## src/rtl/mux_scan_serializer.sv

```systemverilog
// Registered N-lane mux: DIRECT registers a[sel] every cycle (1-cycle latency); SCAN snapshots
// all lanes and serializes lane 0..N-1 over valid/ready, holding out/out_idx stable while out_ready is low.
module mux_scan_serializer #(
   parameter int WLOG = 3,
   parameter int DW   = 1
) (
   input  logic                        clk,
   input  logic                        rst_n,
   input  logic [(1 << WLOG)*DW-1:0]   a,
   input  logic [WLOG-1:0]             sel,
   input  logic                        mode,
   input  logic                        start,
   input  logic                        out_ready,
   output logic [DW-1:0]               out,
   output logic [DW-1:0]               out_neg,
   output logic                        out_valid,
   output logic [WLOG-1:0]             out_idx,
   output logic                        busy,
   output logic                        done
);

   localparam int N = 1 << WLOG;
   localparam logic [WLOG-1:0] LAST_IDX = WLOG'(N - 1);
   localparam logic [WLOG-1:0] IDX_ONE  = WLOG'(1);

   localparam logic [1:0] ST_IDLE = 2'd0;
   localparam logic [1:0] ST_SCAN = 2'd1;
   localparam logic [1:0] ST_DONE = 2'd2;

   generate
      if (WLOG < 1 || WLOG > 6) begin : g_bad_wlog
         $error("mux_scan_serializer: WLOG must be within 1..6");
      end
      if (DW < 1) begin : g_bad_dw
         $error("mux_scan_serializer: DW must be at least 1");
      end
   endgenerate

   logic [1:0]          state_q,     state_d;
   logic [N*DW-1:0]     shadow_q,    shadow_d;
   logic [DW-1:0]       out_q,       out_d;
   logic [WLOG-1:0]     out_idx_q,   out_idx_d;
   logic                out_valid_q, out_valid_d;
   logic                busy_q,      busy_d;
   logic                done_q,      done_d;

   // Lane views of the live input and of the snapshot, indexed directly by a WLOG-bit select.
   logic [DW-1:0]       a_lane      [N];
   logic [DW-1:0]       shadow_lane [N];

   genvar g;
   generate
      for (g = 0; g < N; g++) begin : g_lanes
         assign a_lane[g]      = a[g*DW +: DW];
         assign shadow_lane[g] = shadow_q[g*DW +: DW];
      end
   endgenerate

   logic [WLOG-1:0]     idx_inc;
   logic                beat_xfer;

   assign idx_inc   = out_idx_q + IDX_ONE;
   assign beat_xfer = out_valid_q && out_ready;

   always_comb begin
      state_d     = state_q;
      shadow_d    = shadow_q;
      out_d       = out_q;
      out_idx_d   = out_idx_q;
      out_valid_d = out_valid_q;
      busy_d      = busy_q;
      done_d      = 1'b0;

      case (state_q)
         ST_IDLE: begin
            if (!mode) begin
               out_d       = a_lane[sel];
               out_idx_d   = sel;
               out_valid_d = 1'b1;
            end else if (start) begin
               shadow_d    = a;
               out_d       = a_lane[0];
               out_idx_d   = '0;
               out_valid_d = 1'b1;
               busy_d      = 1'b1;
               state_d     = ST_SCAN;
            end else begin
               out_valid_d = 1'b0;
            end
         end

         ST_SCAN: begin
            // Only the snapshot feeds the output here; a/sel/mode/start are deliberately ignored.
            if (beat_xfer) begin
               if (out_idx_q == LAST_IDX) begin
                  out_valid_d = 1'b0;
                  busy_d      = 1'b0;
                  done_d      = 1'b1;
                  state_d     = ST_DONE;
               end else begin
                  out_idx_d = idx_inc;
                  out_d     = shadow_lane[idx_inc];
               end
            end
         end

         ST_DONE: begin
            state_d = ST_IDLE;
         end

         default: begin
            state_d     = ST_IDLE;
            out_valid_d = 1'b0;
            busy_d      = 1'b0;
         end
      endcase
   end

   always_ff @(posedge clk or negedge rst_n) begin
      if (!rst_n) begin
         state_q     <= ST_IDLE;
         shadow_q    <= '0;
         out_q       <= '0;
         out_idx_q   <= '0;
         out_valid_q <= 1'b0;
         busy_q      <= 1'b0;
         done_q      <= 1'b0;
      end else begin
         state_q     <= state_d;
         shadow_q    <= shadow_d;
         out_q       <= out_d;
         out_idx_q   <= out_idx_d;
         out_valid_q <= out_valid_d;
         busy_q      <= busy_d;
         done_q      <= done_d;
      end
   end

   assign out       = out_q;
   assign out_neg   = ~out_q;
   assign out_valid = out_valid_q;
   assign out_idx   = out_idx_q;
   assign busy      = busy_q;
   assign done      = done_q;

   a_stall_holds: assert property (@(posedge clk) disable iff (!rst_n)
      (busy_q && out_valid_q && !out_ready) |=> ($stable(out_q) && $stable(out_idx_q) && out_valid_q));

   a_done_not_busy: assert property (@(posedge clk) disable iff (!rst_n)
      done_q |-> !busy_q);

endmodule

```

## config.mk

```make
export PLATFORM = sky130hd
export DESIGN_NAME = mux_scan_serializer
export DESIGN_NICKNAME = d
export VERILOG_FILES = /design/src/rtl/mux_scan_serializer.sv
export SDC_FILE = /design/constraint.sdc
export NUM_CORES = 1
export LEC_CHECK = 0
export ABC_AREA = 1
export CAP_MARGIN = 25
export CORE_MARGIN = 2
export CORE_UTILIZATION = 47
export DETAILED_ROUTE_END_ITERATION = 7
export PLACE_DENSITY = 0.74
export SLEW_MARGIN = 20
export SYNTH_ARGS = -nofsm -noshare
export SYNTH_HDL_FRONTEND = slang
export SYNTH_SLANG_ARGS = --single-unit
```

## constraint.sdc

```tcl
create_clock -name clk -period 2.1 [get_ports clk]
set_clock_uncertainty 0.2 [all_clocks]
set_input_delay 0.21 -clock clk [delete_from_list [all_inputs] [get_ports clk]]
set_output_delay 0.21 -clock clk [all_outputs]
set_load 0.02 [all_outputs]
```

==> results.md, run 1 <==
- Outcome: finished, final reports clean
- All-Layer GR Usage: 0.174
- Total overflow reported by the global router: 0
- Via count: between 800 and 900
- Hold Vio Cnt, Final: 0
- Tmin final: 1820 ps
- Combinational power share: 0.535
- CP top delay family: buffers and inverters
- Crit path DAT: about 1400 ps
- Seq/Total Area, Yosys: 0.452
- Largest family of logic cells by synthesized area: simple AND/OR/NAND/NOR gates
- Max rail drop VDD: just under 0.7 mV
- Most common cell in the netlist: nand2_1
- Adder-Cell Fraction of Synth Area: 0.0266
- Largest area contributor in the netlist: dfrtp_1
- Main area contributors after synthesis: dfrtp_1, nand2_1, mux2_2, nand3_1, inv_1
- Simple-gate portion of the synthesized area: 0.321
- Syn Nets: 127
- Syn Inst Count: 109
- Highest clock rate: 550 MHz
- Die Ht: 48.8 um
- Drc violations: 0
- Worst Path Required: 1690 ps
- Worst hold-check path type: input pin to async pin
- Routed WL: 1.86 mm
- Synth Area in Compound Gates: 0.0611
- # resized after CTS: 0
- Setup crit start kind: flop
- Yosys reg bits: 17
- Dpl hpwl: about 1.5 mm
- Hold_ws: 32.8 ps
- Syn avg cell area: approximately 8.6 sq um
- Clk root buf: clkbuf_4
- Reg power frac: 0.361
- Synthesis-to-layout area growth: 31.6%
- Initial Utilization: 0.490
- Mux contribution to synthesized area: 0.0956
- Clk sinks: 17
- Ant diodes: 0
- DRT Pass-1 Iters: 4
- IO Port Bufs: 23
- # hold bufs at CTS: 0
- Fill cells: 184
- Critical-path cell list: clkdlybuf4s50_1
- DRT iter0 DRCs: 7
- Switching pwr: ~0.7 mW
- Crit. End Element: output pin
- RSZ-0062 raised after global routing: no
- Share of layout cells above drive strength 1: 0.197
- Setup Buffers After CTS: 0
- Core ar.: 1920 sq um
- Synth Flop Type: dfrtp_1
- Routed len/inst: 11.3 um
- Drt via density: 5.00
- PD cells: 1350 nW/um^2
- Setup Total Neg Slack: 0 ps
- Final RePlAce weighted congestion: 0.946
- Final Max Tran Viols: 0
- CTS Buf Count: 3
- Net Sw Frac: 0.423
- First-pass GRT wire length: 3.24 mm
- Final instance area: 1240 sq um
- H-tree levels: 1
- Post-DRT Antenna Nets: 0
- Clock Latency Late Sink: between 200 and 300 ps
- Top post-synthesis cells by count: nand2_1, dfrtp_1, nand3_1, inv_1, mux2_2
- Reg area: 425 sq um
- Vias in the first global route: 760
- Final period util: 0.866
- Yosys cell types: 18
- # IOs: 24
- Die span in x: 48.8 um
- Number of synthesized flops with an enable pin: 0
- Clk network pwr share: 0.104
- CTS max path bufs: 2
- P_leak: 0.578 nW
- Internal power: 0.962 mW
- Critical-path top delay cell: clkdlybuf4s50_1
- Worst Path Buf+Inv: 1
- Row count: 16
- FFs w/ async S/R, synth: 1.00
- Final setup fails: 0
- Critical path class: flop to output pin
- Synth Cell Area: about 940 sq um
- Max-cap violations: 0
- Proportion of netlist area held by the largest area contributor: 0.452
- Peak fanout along the critical path: 8
- Multi-input gate area: 475 sq um
- Worst path max stage delay: 650 ps
- Max_slew headroom: 0.821
- Number of antenna violations at the first check in global routing: 0
- Synth Area in XOR/XNOR: 0
- Nets: 156
- Die area: 2380 sq um
- TritonCTS clock tree: done
- Worst-path clk slew: 100 ps
- Number of synthesis warnings: 0
- Worst Max-Slew Pin Slew: 268 ps
- Post-DP Area: 1210 sq um
- Pin count of the biggest net entering global routing: 18
==> per-layer routing <==
metal  up-vias  track usage  part of all wire
met3         2       0.0399             0.049
li1        419            -                 -
met4         0       0.0571            0.0081
met5         -            0                 0
met2        20        0.279              0.48
met1       379        0.234              0.46
==> power by group through the flow <==
| stage | combinational, mW | clock (mW) | sequential [mW] |
|---|---|---|---|
| 2_1_floorplan | 0.567 | 0 | 0.644 |
| 3_5_place_dp | 0.898 | 0 | 0.608 |
| 6_report | 0.893 | 0.173 | 0.602 |
| 5_1_grt | 0.991 | 0.197 | 0.619 |
| 4_1_cts | 0.900 | 0.177 | 0.599 |
| 3_3_place_gp | 0.881 | 0 | 0.599 |
==> stage by stage <==
stage,std cells,power (mW),setup slack (ps),util
after floorplan,109,1.21,319,-
after CTS,164,1.68,272,0.645
after global placement,160,1.48,362,0.632
after global routing,164,1.81,170,0.645
after detailed placement,160,1.51,307,0.632
final,164,1.67,281,0.645
==> sequential cells by signal, indices dropped and copies added, names as in the netlist <==
signal,flops
shadow_q,8
out,1
busy,1
done,1
out_valid,1
out_idx,3
state_q,2
==> logic make-up (layout without fill, tap and decap cells) <==
kind of cell             count (synthesis)  count (layout)
AND/OR/NAND/NOR                         61              61
buffers and inverters                   11              39
flip-flops                              17              17
AO/OA/AOI/OAI                           10              10
adder cells (fa/ha/maj)                  2               2
multiplexers                             8               8
==> worst paths after layout <==
path	startpoint	endpoint	slack [ps]	cells past startpoint
worst max-delay path	out_idx[0]$_DFFE_PN0P_	out_idx[0]	280	1
worst min-delay path	rst_n	state_q[1]$_DFFE_PN0P_	30	2
worst max register to register	out_idx[0]$_DFFE_PN0P_	out$_DFFE_PN0P_	310	8
worst min register to register	busy$_DFFE_PN0P_	busy$_DFFE_PN0P_	290	2
max in group asynchronous	rst_n	out_idx[0]$_DFFE_PN0P_	1470	2
min in group clk	busy$_DFFE_PN0P_	busy$_DFFE_PN0P_	290	2
==> cell type report <==
cell class	count	share of cell area
inverters	11	0.0333
multi-input cells	81	0.383
clock buffers	4	0.0212
repair buffers	24	0.192
flip-flops and latches	17	0.343
well taps	27	0.0272
==> cell usage in the layout (no fill, tap or decap), drive strengths merged <==
cell type      instances
nand2                 32
clkdlybuf4s50         23
dfrtp                 17
nand3                 17
nor2                  12
inv                   11
mux2                   8
o21ai                  4
a21oi                  4
clkbuf                 4
ha                     2
a31oi                  1
o31ai                  1
buf                    1
Note: power is estimated with default switching activity, not from simulation.
==> inputs of run 2 (changes only) <==
--- a/config.mk
+++ b/config.mk
@@ -8,9 +8,10 @@
 export ABC_AREA = 1
 export CAP_MARGIN = 25
 export CORE_MARGIN = 2
-export CORE_UTILIZATION = 47
+export CORE_UTILIZATION = 25
 export DETAILED_ROUTE_END_ITERATION = 7
-export PLACE_DENSITY = 0.74
+export MAX_ROUTING_LAYER = met4
+export PLACE_DENSITY = 0.43
 export SLEW_MARGIN = 20
 export SYNTH_ARGS = -nofsm -noshare
 export SYNTH_HDL_FRONTEND = slang
==> run 2 against run 1 <==
Net effect: sequential power is essentially flat; power increased by 4.3%; via count fell by 1.3%; design area is 3.6% higher; routed wire length grew 14%; first-iteration DRC count grew 130%; die area is 80% higher.
==> results.md, run 2 (synthesis gave the netlist of run 1 again) <==
- Outcome: finished, final reports clean (unchanged)
- Setup crit start kind: flop (unchanged)
- Share of layout cells above drive strength 1: 0.197 (unchanged)
- Critical path class: flop to flop (was flop to output pin)
- Core ar.: 3630 sq um (was 1920 sq um)
- Max_slew headroom: 0.825 (was 0.821)
- Die Ht: 65.4 um (was 48.8 um)
- Tot Pwr: 1.74 mW (was 1.67 mW)
- Worst hold-check path type: input pin to async pin (unchanged)
- Row count: 22 (was 16)
- Worst Max-Slew Pin Slew: 263 ps (was 268 ps)
- Setup Total Neg Slack: 0 ps (unchanged)
- Crit path DAT: 1710 ps (was 1410 ps)
- Setup Buffers After CTS: 0 (unchanged)
- Die span in x: 65.4 um (was 48.8 um)
- Worst Path Buf+Inv: 1 (unchanged)
- Max rail drop VDD: 0.428 mV (was 0.682 mV)
- # hold bufs at CTS: 0 (unchanged)
- Nets: 156 (unchanged)
- PD cells: 1350 nW/um^2 (about the same)
- Highest clock rate: 567 MHz (was 550 MHz)
- # IOs: 24 (unchanged)
- Worst path max stage delay: 450 ps (was 650 ps)
- TritonCTS clock tree: done (unchanged)
- Initial Utilization: 0.259 (was 0.490)
- Final setup fails: 0 (unchanged)
- Routed wl met3: 79 um (was 91 um)
- Layout Utilization: 0.354 (was 0.645)
- Max-cap violations: 0 (unchanged)
- Hold Vio Cnt, Final: 0 (unchanged)
- Final period util: 0.840 (was 0.866)
- Fill cells: 402 (was 184)
- Post-DRT Antenna Nets: 0 (unchanged)
- All-Layer GR Usage: 0.111 (was 0.174)
- Commonest non-fill, non-tap cell in the layout: nand2_1 (unchanged)
- Peak fanout along the critical path: 8 (unchanged)
- P_leak: 0.586 nW (was 0.578 nW)
- Clk root buf: clkbuf_8 (was clkbuf_4)
- DRT iter0 DRCs: 16 (was 7)
- Met2 wire length: 954 um (was 889 um)
- Vias in the first global route: 774 (was 760)
- RSZ-0062 raised after global routing: no (unchanged)
- CP top delay family: flip-flops (was buffers and inverters)
- Synthesis-to-layout area growth: 36.4% (was 31.6%)
- Routed len/inst: 11.4 um (was 11.3 um)
- Wl on met1: 1.06 mm (was 863 um)
- Drt via density: 4.37 (was 5.00)
- Worst Path Required: 2040 ps (was 1690 ps)
- Crit. End Element: flop (was output pin)
- Pin count of the biggest net entering global routing: 18 (unchanged)
- Tmin final: 1760 ps (was 1820 ps)
- Critical-path top delay cell: dfrtp_1 (was clkdlybuf4s50_1)
- Largest register FFs: 8 (unchanged)
- Critical-path cell list: ha_1 > ha_1 > a21oi_1 > nand3_2 > inv_2 > nand2_2 > nor2_2 > a21oi_2 (was clkdlybuf4s50_1)
- Clock Latency Late Sink: 250 ps (was 280 ps)
- First-pass GRT wire length: 3.51 mm (was 3.24 mm)
- Worst path most repeated cell: ha_1
- Final RePlAce weighted congestion: 0.770 (was 0.946)
- Final Max Tran Viols: 0 (unchanged)
- Most frequent cells in the layout: nand2_1, clkdlybuf4s50_1, dfrtp_1, nand3_1 (unchanged)
- DRT Pass-1 Iters: 4 (unchanged)
- IO Port Bufs: 23 (unchanged)
- Dpl hpwl: 1.70 mm (was 1.52 mm)
- Top layer in use: met4 (unchanged)
- CTS max path bufs: 2 (unchanged)
- CTS Buf Count: 3 (unchanged)
- Drc violations: 0 (unchanged)
- Final instance area: 1280 sq um (was 1240 sq um)
- Clk sinks: 17 (unchanged)
- Routed WL: 2.11 mm (was 1.86 mm)
- Number of antenna violations at the first check in global routing: 0 (unchanged)
- Ant diodes: 0 (unchanged)
- Post-DP Area: 1240 sq um (was 1210 sq um)
- Via count: 809 (was 820)
- Largest Register: shadow_q (unchanged)
- H-tree levels: 1 (unchanged)
- Total overflow reported by the global router: 0 (unchanged)
- Die area: 4280 sq um (was 2380 sq um)
- # resized after CTS: 0 (unchanged)
- Worst-path clk slew: 70 ps (was 100 ps)
==> run 2: changes by cell type in the layout (fill, tap and decap cells not counted) <==
| cell | change |
|---|---|
| clkbuf_4 | -3 |
| clkbuf_8 | +3 |
==> run 2: final timing paths <==
check                                       start                       to  slack, ps  depth (start not counted)
max in group asynchronous                   rst_n  shadow_q[0]$_DFFE_PN0P_       1430                          2
max reg2reg                out_idx[0]$_DFFE_PN0P_          out$_DFFE_PN0P_        340                          8
min                                         rst_n         busy$_DFFE_PN0P_         80                          2
min in group clk                 busy$_DFFE_PN0P_         busy$_DFFE_PN0P_        280                          2
max                        out_idx[0]$_DFFE_PN0P_          out$_DFFE_PN0P_        340                          8
min reg2reg                      busy$_DFFE_PN0P_         busy$_DFFE_PN0P_        280                          2
==> run 2: cell type report <==
class                           instances  area [sq um]  area share
Multi-Input combinational cell         81           475       0.370
Sequential cell                        17           425       0.331
Tap cell                               48          60.1      0.0467
Timing Repair Buffer                   24           238       0.185
Inverter                               11          41.3      0.0321
Clock buffer                            4          45.0      0.0351
==> run 2: layer usage <==
| layer | vias up | track usage |
|---|---|---|
| li1 | 414 | - |
| met1 | 375 | 0.156 |
| met2 | 16 | 0.163 |
| met3 | 4 | 0.0205 |
| met4 | 0 | 0.0313 |
| met5 | - | - |
==> run 2: power by group <==
| group | internal, mW | switching (mW) | total (mW) |
|---|---|---|---|
| sequential | 0.477 | 0.124 | 0.602 |
| combinational | 0.412 | 0.480 | 0.892 |
| clock | 0.135 | 0.112 | 0.247 |
| total | 1.02 | 0.716 | 1.74 |
==> run 2: stage by stage <==
step / std cells / setup slack [ps] / hold WS [ps]
after floorplan: 109 / 319 / -286
after global placement: 181 / 347 / 258
after detailed placement: 181 / 319 / 269
after CTS: 185 / 309 / 88.9
after global routing: 185 / 195 / 109
final: 185 / 335 / 80.1
==> run 2: worst register-to-register path, cell delays in order (launching register included) <==
cell and delay, ps:
dfrtp_1 450, ha_1 230, ha_1 190, a21oi_1 170, nand3_2 120, inv_2 110, nand2_2 50, nor2_2 80
a21oi_2 60
==> inputs of run 3 (changes only) <==
--- a/config.mk
+++ b/config.mk
@@ -11,7 +11,7 @@
 export CORE_UTILIZATION = 25
 export DETAILED_ROUTE_END_ITERATION = 7
 export MAX_ROUTING_LAYER = met4
-export PLACE_DENSITY = 0.43
+export PLACE_DENSITY = 0.45
 export SLEW_MARGIN = 20
 export SYNTH_ARGS = -nofsm -noshare
 export SYNTH_HDL_FRONTEND = slang
==> constraint.sdc (replaced) <==
create_clock -name clk -period 1.44 [get_ports clk]
set_clock_uncertainty 0.2 [all_clocks]
set_input_delay 0.144 -clock clk [delete_from_list [all_inputs] [get_ports clk]]
set_output_delay 0.144 -clock clk [all_outputs]
set_load 0.02 [all_outputs]
==> run 3 against run 2 <==
Net effect: the flow now finishes with violations (negative setup slack); die area unchanged; worst setup slack worse by 460 ps; clock power rose by 43%; global-route usage is 1.1 points higher; sequential share of layout area fell by 3.8 points; cell count increased by 8.6%; first-iteration DRC count down 38%; sequential cell count did not move; via count rose by 4.2%; largest cell class unchanged.
==> results.md, run 3 (synthesis gave the netlist of run 1 again) <==
- Outcome: finished with violations (was finished, final reports clean)
- Failing checks: negative setup slack
- Total overflow reported by the global router: 0 (unchanged)
- Hold_ws: 17.4 ps (was 80.1 ps)
- R2r worst-path depth: 8 (unchanged)
- Clk root buf: clkbuf_8 (unchanged)
- First-pass GRT wire length: 3.90 mm (was 3.51 mm)
- Clk sinks: 17 (unchanged)
- # hold bufs at CTS: 0 (unchanged)
- Via count: 843 (was 809)
- Worst-path clk slew: 70 ps (about the same)
- Row count: 22 (unchanged)
- Max_slew headroom: 0.788 (was 0.825)
- Critical-path top delay cell: dfrtp_2 (was dfrtp_1)
- P_leak: 0.674 nW (was 0.586 nW)
- Dpl hpwl: 1.75 mm (was 1.70 mm)
- Largest register FFs: 8 (unchanged)
- FF-to-FF Start: out_idx[1]$_DFFE_PN0P_ (was out_idx[0]$_DFFE_PN0P_)
- Max rail drop VDD: 0.622 mV (was 0.428 mV)
- Post-DRT Antenna Nets: 0 (unchanged)
- Nets: 172 (was 156)
- Final RePlAce weighted congestion: 0.883 (was 0.770)
- CTS max path bufs: 2 (unchanged)
- Final Max Tran Viols: 0 (unchanged)
- Initial Utilization: 0.259 (unchanged)
- Reg area: 430 sq um (was 425 sq um)
- CTS Buf Count: 3 (unchanged)
- Final setup fails: 5 (was 0)
- Largest Register: shadow_q (unchanged)
- DRT iter0 DRCs: 10 (was 16)
- Pin count of the biggest net entering global routing: 18 (unchanged)
- Routed len/inst: 11.2 um (was 11.4 um)
- IO Port Bufs: 23 (unchanged)
- Peak fanout along the critical path: 6 (was 8)
- Worst path max stage delay: 420 ps (was 450 ps)
- # IOs: 24 (unchanged)
- PD cells: 1920 nW/um^2 (was 1350 nW/um^2)
- Multi-input gate area: 557 sq um (was 475 sq um)
- Die area: 4280 sq um (unchanged)
- Fin cells: 201 (was 185)
- Max-cap violations: 0 (unchanged)
- R2R Setup Slk: -130 ps (was 340 ps)
- Drc violations: 0 (unchanged)
- Critical-path cell list: ha_4 > ha_4 > a21oi_4 > nand3_2 > inv_4 > nand2_2 > nor2_2 > a21oi_2 (was ha_1 > ha_1 > a21oi_1 > nand3_2 > inv_2 > nand2_2 > nor2_2 > a21oi_2)
- DRT Pass-1 Iters: 4 (unchanged)
- Ant diodes: 0 (unchanged)
- Worst R2R End: out$_DFFE_PN0P_ (unchanged)
- Share of layout cells above drive strength 1: 0.366 (was 0.197)
- Fill cells: 395 (was 402)
- All-Layer GR Usage: 0.122 (was 0.111)
- Commonest non-fill, non-tap cell in the layout: nand2_1 (unchanged)
- Core ar.: 3630 sq um (unchanged)
- Placed insts: 194 (was 181)
- Most frequent cells in the layout: nand2_1, buf_4, clkdlybuf4s50_1, nand3_1, dfrtp_1 (was nand2_1, clkdlybuf4s50_1, dfrtp_1, nand3_1)
- Worst Max-Slew Pin Slew: 317 ps (was 263 ps)
- Worst path most repeated cell: ha_4 (was ha_1)
- Crit path DAT: 1500 ps (was 1710 ps)
- Highest clock rate: 639 MHz (was 567 MHz)
- Final period util: 1.09 (was 0.840)
- H-tree levels: 1 (unchanged)
- Synthesis-to-layout area growth: 55.9% (was 36.4%)
- Die Ht: 65.4 um (unchanged)
- Worst Path Required: 1380 ps (was 2040 ps)
- Vias in the first global route: 888 (was 774)
- Tmin final: 1570 ps (was 1760 ps)
- Worst hold-check path type: input pin to async pin (unchanged)
- Clock Latency Late Sink: 250 ps (about the same)
- Setup crit start kind: flop (unchanged)
- TritonCTS clock tree: done (unchanged)
- Critical path class: flop to flop (unchanged)
- Hold Vio Cnt, Final: 0 (unchanged)
- Drt via density: 4.19 (was 4.37)
- Crit. End Element: flop (unchanged)
- Setup slack after layout: -125 ps (was 335 ps)
- Number of antenna violations at the first check in global routing: 0 (unchanged)
- Routed WL: 2.25 mm (was 2.11 mm)
- Die span in x: 65.4 um (unchanged)
- RSZ-0062 raised after global routing: yes (was no)
run 3: cell types whose count changed in the layout (fill, tap and decap cells not counted), sizes merged:
| cell | previous run | this run |
|---|---|---|
| dlygate4sd2 | 0 | 6 |
| clkbuf | 4 | 5 |
| nand3 | 17 | 18 |
| buf | 1 | 17 |
| clkdlybuf4s50 | 23 | 15 |
run 3: worst max-delay path by stage:
stage | from | endpoint | slack [ps] | cells after the start
after global placement | sel[0] | out$_DFFE_PN0P_ | -160 | 8
after detailed placement | sel[0] | out$_DFFE_PN0P_ | -160 | 8
after CTS | out_idx[1]$_DFFE_PN0P_ | out$_DFFE_PN0P_ | -130 | 8
after floorplan | out_idx[0]$_DFFE_PN0P_ | out$_DFFE_PN0P_ | -170 | 8
after global routing | out_idx[1]$_DFFE_PN0P_ | out$_DFFE_PN0P_ | -210 | 8
final | out_idx[1]$_DFFE_PN0P_ | out$_DFFE_PN0P_ | -130 | 8
run 3: cell type report:
class                   instances  area share
inverters                      11      0.0298
flip-flops and latches         17       0.293
clock buffers                   4      0.0307
repair buffers                 39       0.227
multi-input cells              82       0.379
well taps                      48      0.0409
run 3: layer usage:
metal,share of wire,up-vias,track usage
li1,-,451,-
met1,0.51,372,0.160
met2,0.45,18,0.196
met3,0.034,2,0.0205
met4,0.0036,0,0.0313
met5,0,-,-
run 3: power by group:
group / switching (mW) / internal [mW] / total (mW)
combinational: 0.822 / 0.750 / 1.57
sequential: 0.190 / 0.705 / 0.895
clock: 0.157 / 0.196 / 0.353
run 3: per-stage QoR:
step / util / TNS (ps) / setup slack [ps] / total power, mW / area (sq um)
after floorplan: - / -391 / -169 / 1.85 / 973
final: 0.404 / -340 / -125 / 2.82 / 1470
after global placement: 0.377 / -1360 / -156 / 2.45 / 1370
after detailed placement: 0.377 / -1460 / -162 / 2.45 / 1370
after global routing: 0.404 / -1130 / -211 / 3.09 / 1470
after CTS: 0.390 / -368 / -134 / 2.76 / 1420
run 3: what timing repair did:
action,in CTS,in global routing
setup endpoints to repair,20,15
buffers inserted,1,1
cloned,0,1
resized for setup,16,11
pin swaps,1,3
run 3: worst max-delay path: cells and delay by family, from the launching register on:
family / cells / cell delay (ps)
buffers and inverters: 1 / 90
adder cells (fa/ha/maj): 2 / 330
AO/OA/AOI/OAI: 2 / 170
AND/OR/NAND/NOR: 3 / 260
flip-flops: 1 / 420
